<file path="config.mk">
export PLATFORM = sky130hd
export DESIGN_NAME = rng_draw
export DESIGN_NICKNAME = d
export VERILOG_FILES = /design/src/rtl/rng_pkg.sv /design/src/rtl/lfsr_core.sv /design/src/rtl/rng_draw.sv
export SDC_FILE = /design/constraint.sdc
export NUM_CORES = 1
export LEC_CHECK = 0
export CAP_MARGIN = 5
export CORE_AREA = 2 2 57 59
export CTS_BUF_LIST = sky130_fd_sc_hd__clkbuf_16
export DETAILED_ROUTE_END_ITERATION = 16
export DIE_AREA = 0 0 59 61
export PLACE_DENSITY = 0.73
export SYNTH_ARGS = -nofsm -noshare
export SYNTH_HDL_FRONTEND = slang
export SYNTH_SLANG_ARGS = --single-unit
</file>
<file path="constraint.sdc">
create_clock -name clk -period 2 [get_ports clk]
set_input_delay 0.3 -clock clk [delete_from_list [all_inputs] [get_ports clk]]
set_output_delay 0.3 -clock clk [all_outputs]
set_load 0.03 [all_outputs]
</file>
<file path="src/rtl/rng_pkg.sv">
// rng_pkg: shared definitions for the random-draw unit.
//   state_e       draw controller states (IDLE, DRAW)
//   DEFAULT_TAPS  feedback tap mask of the default 16-bit LFSR
//   DEFAULT_SEED  reset value of the default 16-bit LFSR
package rng_pkg;

  typedef enum logic {
    IDLE = 1'b0,
    DRAW = 1'b1
  } state_e;

  localparam logic [15:0] DEFAULT_TAPS = 16'hB400;
  localparam logic [15:0] DEFAULT_SEED = 16'hACE1;

endpackage

</file>
<file path="src/rtl/lfsr_core.sv">
// lfsr_core: Fibonacci LFSR with parallel load.
//   clk       system clock, rising edge
//   rst       synchronous reset, active-low; q returns to SEED
//   en        shift enable
//   load      load load_val (has priority over en)
//   load_val  value to load; zero is replaced by 1 so the LFSR never locks up
//   q         current LFSR state
module lfsr_core #(
  parameter int unsigned       LFSR_W = 16,
  parameter logic [LFSR_W-1:0] TAPS   = rng_pkg::DEFAULT_TAPS,
  parameter logic [LFSR_W-1:0] SEED   = rng_pkg::DEFAULT_SEED
) (
  input  logic              clk,
  input  logic              rst,
  input  logic              en,
  input  logic              load,
  input  logic [LFSR_W-1:0] load_val,
  output logic [LFSR_W-1:0] q
);

  logic [LFSR_W-1:0] q_q;
  logic [LFSR_W-1:0] q_d;

  always_comb begin
    q_d = q_q;
    if (load) begin
      q_d = (load_val == '0) ? LFSR_W'(1) : load_val;
    end else if (en) begin
      q_d = {q_q[LFSR_W-2:0], ^(q_q & TAPS)};
    end
  end

  // NOTE: sequential state is assigned with <= so every flop samples the
  // pre-edge values of its neighbours, independent of statement order.
  always_ff @(posedge clk) begin
    if (!rst) q_q <= SEED;
    else      q_q <= q_d;
  end

  assign q = q_q;

endmodule

</file>
<file path="src/rtl/rng_draw.sv">
// rng_draw: random draw unit. A free-running LFSR feeds a draw controller
// that returns one value in 0..RANGE-1 per update request using rejection
// sampling; after MAX_TRIES rejects the previous value plus one (wrapping)
// is used instead.
//   clk        system clock, rising edge
//   rst        synchronous reset, active-low
//   start      LFSR free-run enable
//   update     draw request (ignored while busy)
//   seed_load  load seed_in into the LFSR
//   seed_in    seed value; zero is replaced by 1
//   rngout     held random value
//   valid      high once the first draw has completed
//   done       one-cycle pulse when rngout is written
//   busy       high while drawing
//   fallback   last draw used the fallback value
// Build option: define RNG_NOREPEAT_EN to reject a candidate equal to the
// current rngout, so successive draws never repeat.
module rng_draw
  import rng_pkg::*;
#(
  parameter int unsigned       LFSR_W    = 16,
  parameter logic [LFSR_W-1:0] TAPS      = DEFAULT_TAPS,
  parameter int unsigned       OUT_W     = 5,
  parameter int unsigned       RANGE     = 26,
  parameter int unsigned       MAX_TRIES = 8,
  parameter logic [LFSR_W-1:0] SEED      = DEFAULT_SEED
) (
  input  logic              clk,
  input  logic              rst,
  input  logic              start,
  input  logic              update,
  input  logic              seed_load,
  input  logic [LFSR_W-1:0] seed_in,
  output logic [OUT_W-1:0]  rngout,
  output logic              valid,
  output logic              done,
  output logic              busy,
  output logic              fallback
);

  localparam int unsigned          TRIES_W  = $clog2(MAX_TRIES + 1);
  localparam logic [TRIES_W-1:0]   LAST_TRY = TRIES_W'(MAX_TRIES - 1);
  localparam logic [OUT_W:0]       RANGE_X  = (OUT_W + 1)'(RANGE);
  localparam logic [OUT_W-1:0]     LAST_VAL = OUT_W'(RANGE - 1);

  if (RANGE > (1 << OUT_W)) begin : g_bad_range
    $error("rng_draw: RANGE exceeds 2**OUT_W");
  end
  if (OUT_W > LFSR_W) begin : g_bad_width
    $error("rng_draw: OUT_W exceeds LFSR_W");
  end
  if (SEED == '0) begin : g_bad_seed
    $error("rng_draw: SEED must be nonzero");
  end

  state_e             state_q, state_d;
  logic [TRIES_W-1:0] tries_q, tries_d;
  logic [OUT_W-1:0]   rngout_q, rngout_d;
  logic               valid_q, valid_d;
  logic               done_q, done_d;
  logic               fallback_q, fallback_d;

  logic [LFSR_W-1:0]  lfsr_q;
  logic [OUT_W-1:0]   candidate;
  logic               accept;

  // The LFSR also steps while drawing, so each retry sees a fresh candidate
  // even when start is low.
  lfsr_core #(
    .LFSR_W (LFSR_W),
    .TAPS   (TAPS),
    .SEED   (SEED)
  ) u_lfsr (
    .clk      (clk),
    .rst      (rst),
    .en       (start || (state_q == DRAW)),
    .load     (seed_load),
    .load_val (seed_in),
    .q        (lfsr_q)
  );

  assign candidate = lfsr_q[LFSR_W-1 -: OUT_W];

  if (OUT_W < LFSR_W) begin : g_low_bits
    logic lfsr_low_unused;
    assign lfsr_low_unused = ^lfsr_q[LFSR_W-OUT_W-1:0];
  end

`ifdef RNG_NOREPEAT_EN
  assign accept = ({1'b0, candidate} < RANGE_X) &&
                  !(valid_q && (candidate == rngout_q));
`else
  assign accept = ({1'b0, candidate} < RANGE_X);
`endif

  // NOTE: every signal written here gets a default first, so no path can
  // leave one unassigned and infer a latch.
  always_comb begin
    state_d    = state_q;
    tries_d    = tries_q;
    rngout_d   = rngout_q;
    valid_d    = valid_q;
    done_d     = 1'b0;
    fallback_d = fallback_q;
    case (state_q)
      IDLE: begin
        if (update) begin
          state_d = DRAW;
          tries_d = '0;
        end
      end
      DRAW: begin
        if (accept) begin
          rngout_d   = candidate;
          done_d     = 1'b1;
          fallback_d = 1'b0;
          valid_d    = 1'b1;
          state_d    = IDLE;
        end else if (tries_q == LAST_TRY) begin
          // Step from the held value: never repeats and stays in range.
          rngout_d   = (rngout_q == LAST_VAL) ? '0 : rngout_q + 1'b1;
          done_d     = 1'b1;
          fallback_d = 1'b1;
          valid_d    = 1'b1;
          state_d    = IDLE;
        end else begin
          tries_d = tries_q + 1'b1;
        end
      end
      default: state_d = IDLE;
    endcase
  end

  // NOTE: only control and output registers exist here and all of them are
  // reset; a reset mid-draw simply drops the draw without a done pulse.
  always_ff @(posedge clk) begin
    if (!rst) begin
      state_q    <= IDLE;
      tries_q    <= '0;
      rngout_q   <= '0;
      valid_q    <= 1'b0;
      done_q     <= 1'b0;
      fallback_q <= 1'b0;
    end else begin
      state_q    <= state_d;
      tries_q    <= tries_d;
      rngout_q   <= rngout_d;
      valid_q    <= valid_d;
      done_q     <= done_d;
      fallback_q <= fallback_d;
    end
  end

  assign rngout   = rngout_q;
  assign valid    = valid_q;
  assign done     = done_q;
  assign busy     = (state_q == DRAW);
  assign fallback = fallback_q;

endmodule

</file>
* Yosys cells after proc, flatten, opt, wreduce, memory -nomap -nowiden *
Cells that the tools add are included.

storage, ports and cells
  bits in registers = 29
  input port bits = 21
  output and inout port bits = 9
  word-level logic and storage cells = 43

cells by class
  add/subtract/negate cells = 2
  $lt $le $gt $ge = 1
  equal/unequal tests = 5
  multiplexer cells = 19
  bitwise gates (word level) = 1
  reduce and logical (&&, ||, !) cells = 8

operator list
  kind                 number
  $mux 16              3
  $logic_not 16->1     1
  $reduce_xor 16->1    1
  $mux 5               3
  $mux 4               3
  $mux 1               8
  $pmux 4 s2           1
  $ne 2x2->1 const B   3
  $add 5x1->5 const B  1
  $eq 5x5->1 const B   1
  $lt 5x5->1 const B   1
  $add 4x1->4 const B  1
  $eq 4x3->1 const B   1
  $reduce_and 2->1     2
  $reduce_bool 2->1    2
  $reduce_and 3->1     1
  $pmux 1 s2           1
  $logic_or 1x1->1     1
  $not 1->1            1

* Logic depth before layout (Yosys ltp) *
  depth after elaboration = 4
  mapped depth = 7
  depth with buffers taken out = 6

* Modules after synthesis *
Synthesis repeated with hierarchy kept, for this count alone.

unflattened totals
  cells, all modules = 172
  area, all modules = 1520.2 µm²

by module, submodules not included
  module     instances  cells each  area each (µm²)  sequential area each (µm²)
  lfsr_core  1          87          795.8            320.3
  rng_draw   1          85          724.4            260.2

* Worst setup path after synthesis *
Ideal clock, no wire load.

  path type = reg2reg
  from = register u_lfsr.q_q[12] (netlist: u_lfsr.q[12])
  to = register fallback_q (netlist: fallback)
  library setup time = 0.116 ns
  arrival = 1.293 ns
  required time = 1.884 ns
  slack = 0.591 ns
  stages on the path, launching flop included = 7
  path buffers = 1
  period minus slack after synthesis = 1.409 ns
  path through = dfxtp_1 > inv_1 > ha_1 > and3b_4 > a21boi_2 > buf_4 > o211a_1

on the way
  word-level cells in the longest chain between the ends = 3
  elaborated cells between the ends (all ways) = 4
  classes of those cells = order compare (1); mux (1); reduce/logical (2)

RTL lines
  what                         line             RTL
  start, declared              lfsr_core.sv:21  logic [LFSR_W-1:0] q_q;
  start signal, assigned       lfsr_core.sv:37  else q_q <= q_d;
  $lt 5x5->1 *                 rng_draw.sv:93   assign accept = ({1'b0, candidate} < RANGE_X);
  $reduce_bool 2->1 (no line)  n/a
  $reduce_and 2->1 (no line)   n/a
  end signal, assigned         rng_draw.sv:150  fallback_q <= fallback_d;
  end, declared                rng_draw.sv:61   logic fallback_q, fallback_d;

Mark *: on every way between the ends. The rest lies on a longest branch, timed or not.
A chain may end at the register's enable or synchronous reset.

* Worst setup path after layout *
  from = register state_q (netlist: busy)
  to = output busy

RTL lines
  what                    line             RTL
  start, declared         rng_draw.sv:56   state_e state_q, state_d;
  start signal, assigned  rng_draw.sv:145  state_q <= state_d;
  end, declared           rng_draw.sv:37   output logic busy,

No word-level cell between the ends.

==> run_results.csv <==
group,metric,value,unit
yosys,ys_seq_elements,29,
sta,tns,0,ns
power_and_ir_drop,ir_drop,0.000455,V
layout,post-route-cell-area,1870,sq um
worst_setup_path,critPathKind,"register to output port",
floorplan,initial_core_util,0.494,
yosys,synth_area_leaders,"dfxtp_1, mux2i_1, nand2_1, o21ai_0, a21oi_1",
placement,placed_area,1740,sq um
global_route,grt_pass1_vias,1206,
worst_setup_path,reg2reg_depth,6,
sta,finalSetupViolCount,0,
drt,drt-pass1-iter-count,4,
drt,initialDrtViolationCount,36,
worst_setup_path,cpPeakStageDelay,0.72,ns
layout,area_growth,28.5,%
worst_setup_path,path_depth,1,
yosys,yosys_warnings,0,
sta,grt_setup_unrepaired,"no",
global_route,grt_use_total,0.197,
floorplan,pin_count,30,
worst_setup_path,crit_required,1.70,ns
sta,final_hold_viol_count,0,
placement,dp_hpwl,2.19,mm
clock_tree,clock-root-buffer,"clkbuf_16",
worst_setup_path,crit_path_max_fanout,9,
clock_tree,clk_latency,0.27,ns
yosys,synth_top_cell_area_share,0.398,
worst_hold_path,holdPathStages,1,
yosys,postSynth.topFlopCell,"dfxtp_1",
worst_setup_path,critPathTopFamily,"buffers and inverters",
yosys,synth_most_common_cell,"dfxtp_1",
floorplan,fp-row-count,20,
drt,wire_per_inst,13.3,um
worst_setup_path,path_cells,"clkdlybuf4s50_1",
clock_tree,cts_buffer_depth,2,
clock_tree,cts_tree,"built",
floorplan,die_w,59,um
worst_setup_path,start_kind,"register",
placement,place.gp.congestion,0.717,
yosys,ys_seq_area_frac,0.398,
clock_tree,clkTransAtPathRegs,0.05,ns
floorplan,die_h,61,um
power_and_ir_drop,p_leak,0.000793,uW
layout,nets,222,
worst_setup_path,crit_path_end_kind,"output port",
yosys,synth_area,1460,sq um
clock_tree,ctsResizeCount,0,
sta,period_share,0.879,
yosys,synth_edf_count,0,
placement,io_buffers,29,
clock_tree,post_cts_buffers,0,
outcome,outcome,"finished, final reports clean",
layout,multi_input_area,783,sq um
worst_setup_path,cp.arrival,1.46,ns
yosys,avgSynthCellArea,8.68,sq um
global_route,grt_pass1_wl,5.24,mm
placement,dp_slack,0.281,ns
floorplan,coreArea,2950,sq um
yosys,yosys.area.top_type,"dfxtp_1",
global_route,grt_max_degree,33,
layout,diodes,0,
layout,seqCellArea,581,sq um
layout,drive_above_1_share,0.0558,
sta,timing.hold.ws,0.458,ns
layout,final_core_util,0.634,
clock_tree,htreeDepth,2,
drt,vias,1279,
yosys,syn_nets,193,
worst_setup_path,slowest_stage,"clkdlybuf4s50_1",
power_and_ir_drop,p_per_area,850,nW/um^2
clock_tree,ctsHoldBuffers,0,
sta,fmax,569,MHz
yosys,syn_inst,168,
sta,final.setup.worst_slack,0.241,ns
yosys,ys_top_cells_by_count,"dfxtp_1, nand2_1, mux2i_1, o21ai_0, a21oi_1",
global_route,grt_overflow,0,
drt,remaining_drc_errors,0,
sta,slew_violations,0,
sta,fin_crit,1.76,ns
clock_tree,clkSinkCount,29,
worst_setup_path,crit_buf_inv,1,
drt,wl,3.06,mm
yosys,async_reset_ff_frac,0,
drt,antenna_left,0,
worst_hold_path,hp-class,"register to register",
yosys,ys_types,36,
sta,worstMarginPinSlew,0.499,ns
drt,vias_per_cell,5.56,
layout,nFillCells,272,
floorplan,die_area,3600,sq um
global_route,antenna_found_initial,0,
run,max_cap_viol_count,0,
sta,skew,0.00205,ns
clock_tree,cts_inserted_buffers,5,
sta,slew_headroom,0.665,
==> where the power goes <==
group	internal (uW)	total (uW)	switching, uW
clock network	441	669	228
logic	132	265	132
registers	622	658	36.0
total	1200	1590	397
==> cells in the final DEF (no fill, tap or decap), types with 5 or more instances in the layout <==
cell type        Yosys  routed
dfxtp_1             29      29
clkdlybuf4s50_1      0      29
nand2_1             25      25
mux2i_1             13      13
o21ai_0             13      13
a21oi_1             11      11
o21ai_1              9       9
inv_1                6       7
clkbuf_16            0       5
==> stage by stage <==
step | cells | power [uW]
after floorplan | 168 | 838
after global placement | 223 | 923
after detailed placement | 223 | 932
after CTS | 230 | 1610
after global routing | 230 | 1670
final | 230 | 1590
==> logic make-up (layout without fill, tap and decap cells) <==
logic type	Yosys count	count (layout)	synth area share
AND/OR/NAND/NOR	54	54	0.190
AO/OA/AOI/OAI	48	48	0.200
flip-flops	29	29	0.398
buffers and inverters	16	45	0.0644
multiplexers	13	13	0.0893
adder cells (fa/ha/maj)	4	4	0.0343
XOR/XNOR	4	4	0.0240
==> final timing paths <==
kind	from	to	slack, ns
setup reg to reg	u_lfsr.q[12]	rngout[3]	0.25
hold reg to reg	valid	valid	0.46
hold / removal	valid	valid	0.46
setup / recovery	busy	busy	0.24
==> final cells by class <==
type                    instances  area share
inverters                       6      0.0120
clock buffers                   5      0.0668
well taps                      33      0.0220
repair buffers                 32       0.167
flip-flops and latches         29       0.310
multi-input cells             123       0.418
clock inverters                 2     0.00401
==> sequential cells by signal (all words and copies together), names as in the netlist <==
signal    count
rngout        5
tries_q       4
fallback      1
u_lfsr.q     16
valid         1
busy          1
done          1
==> metal layers <==
metal | vias up | track usage | part of all wire
met5 | - | 0 | 0
met4 | 0 | 0.0682 | 0.017
met3 | 6 | 0.0704 | 0.040
met2 | 23 | 0.352 | 0.51
met1 | 586 | 0.216 | 0.43
li1 | 664 | - | -
Power figures use the tool's default switching activity.
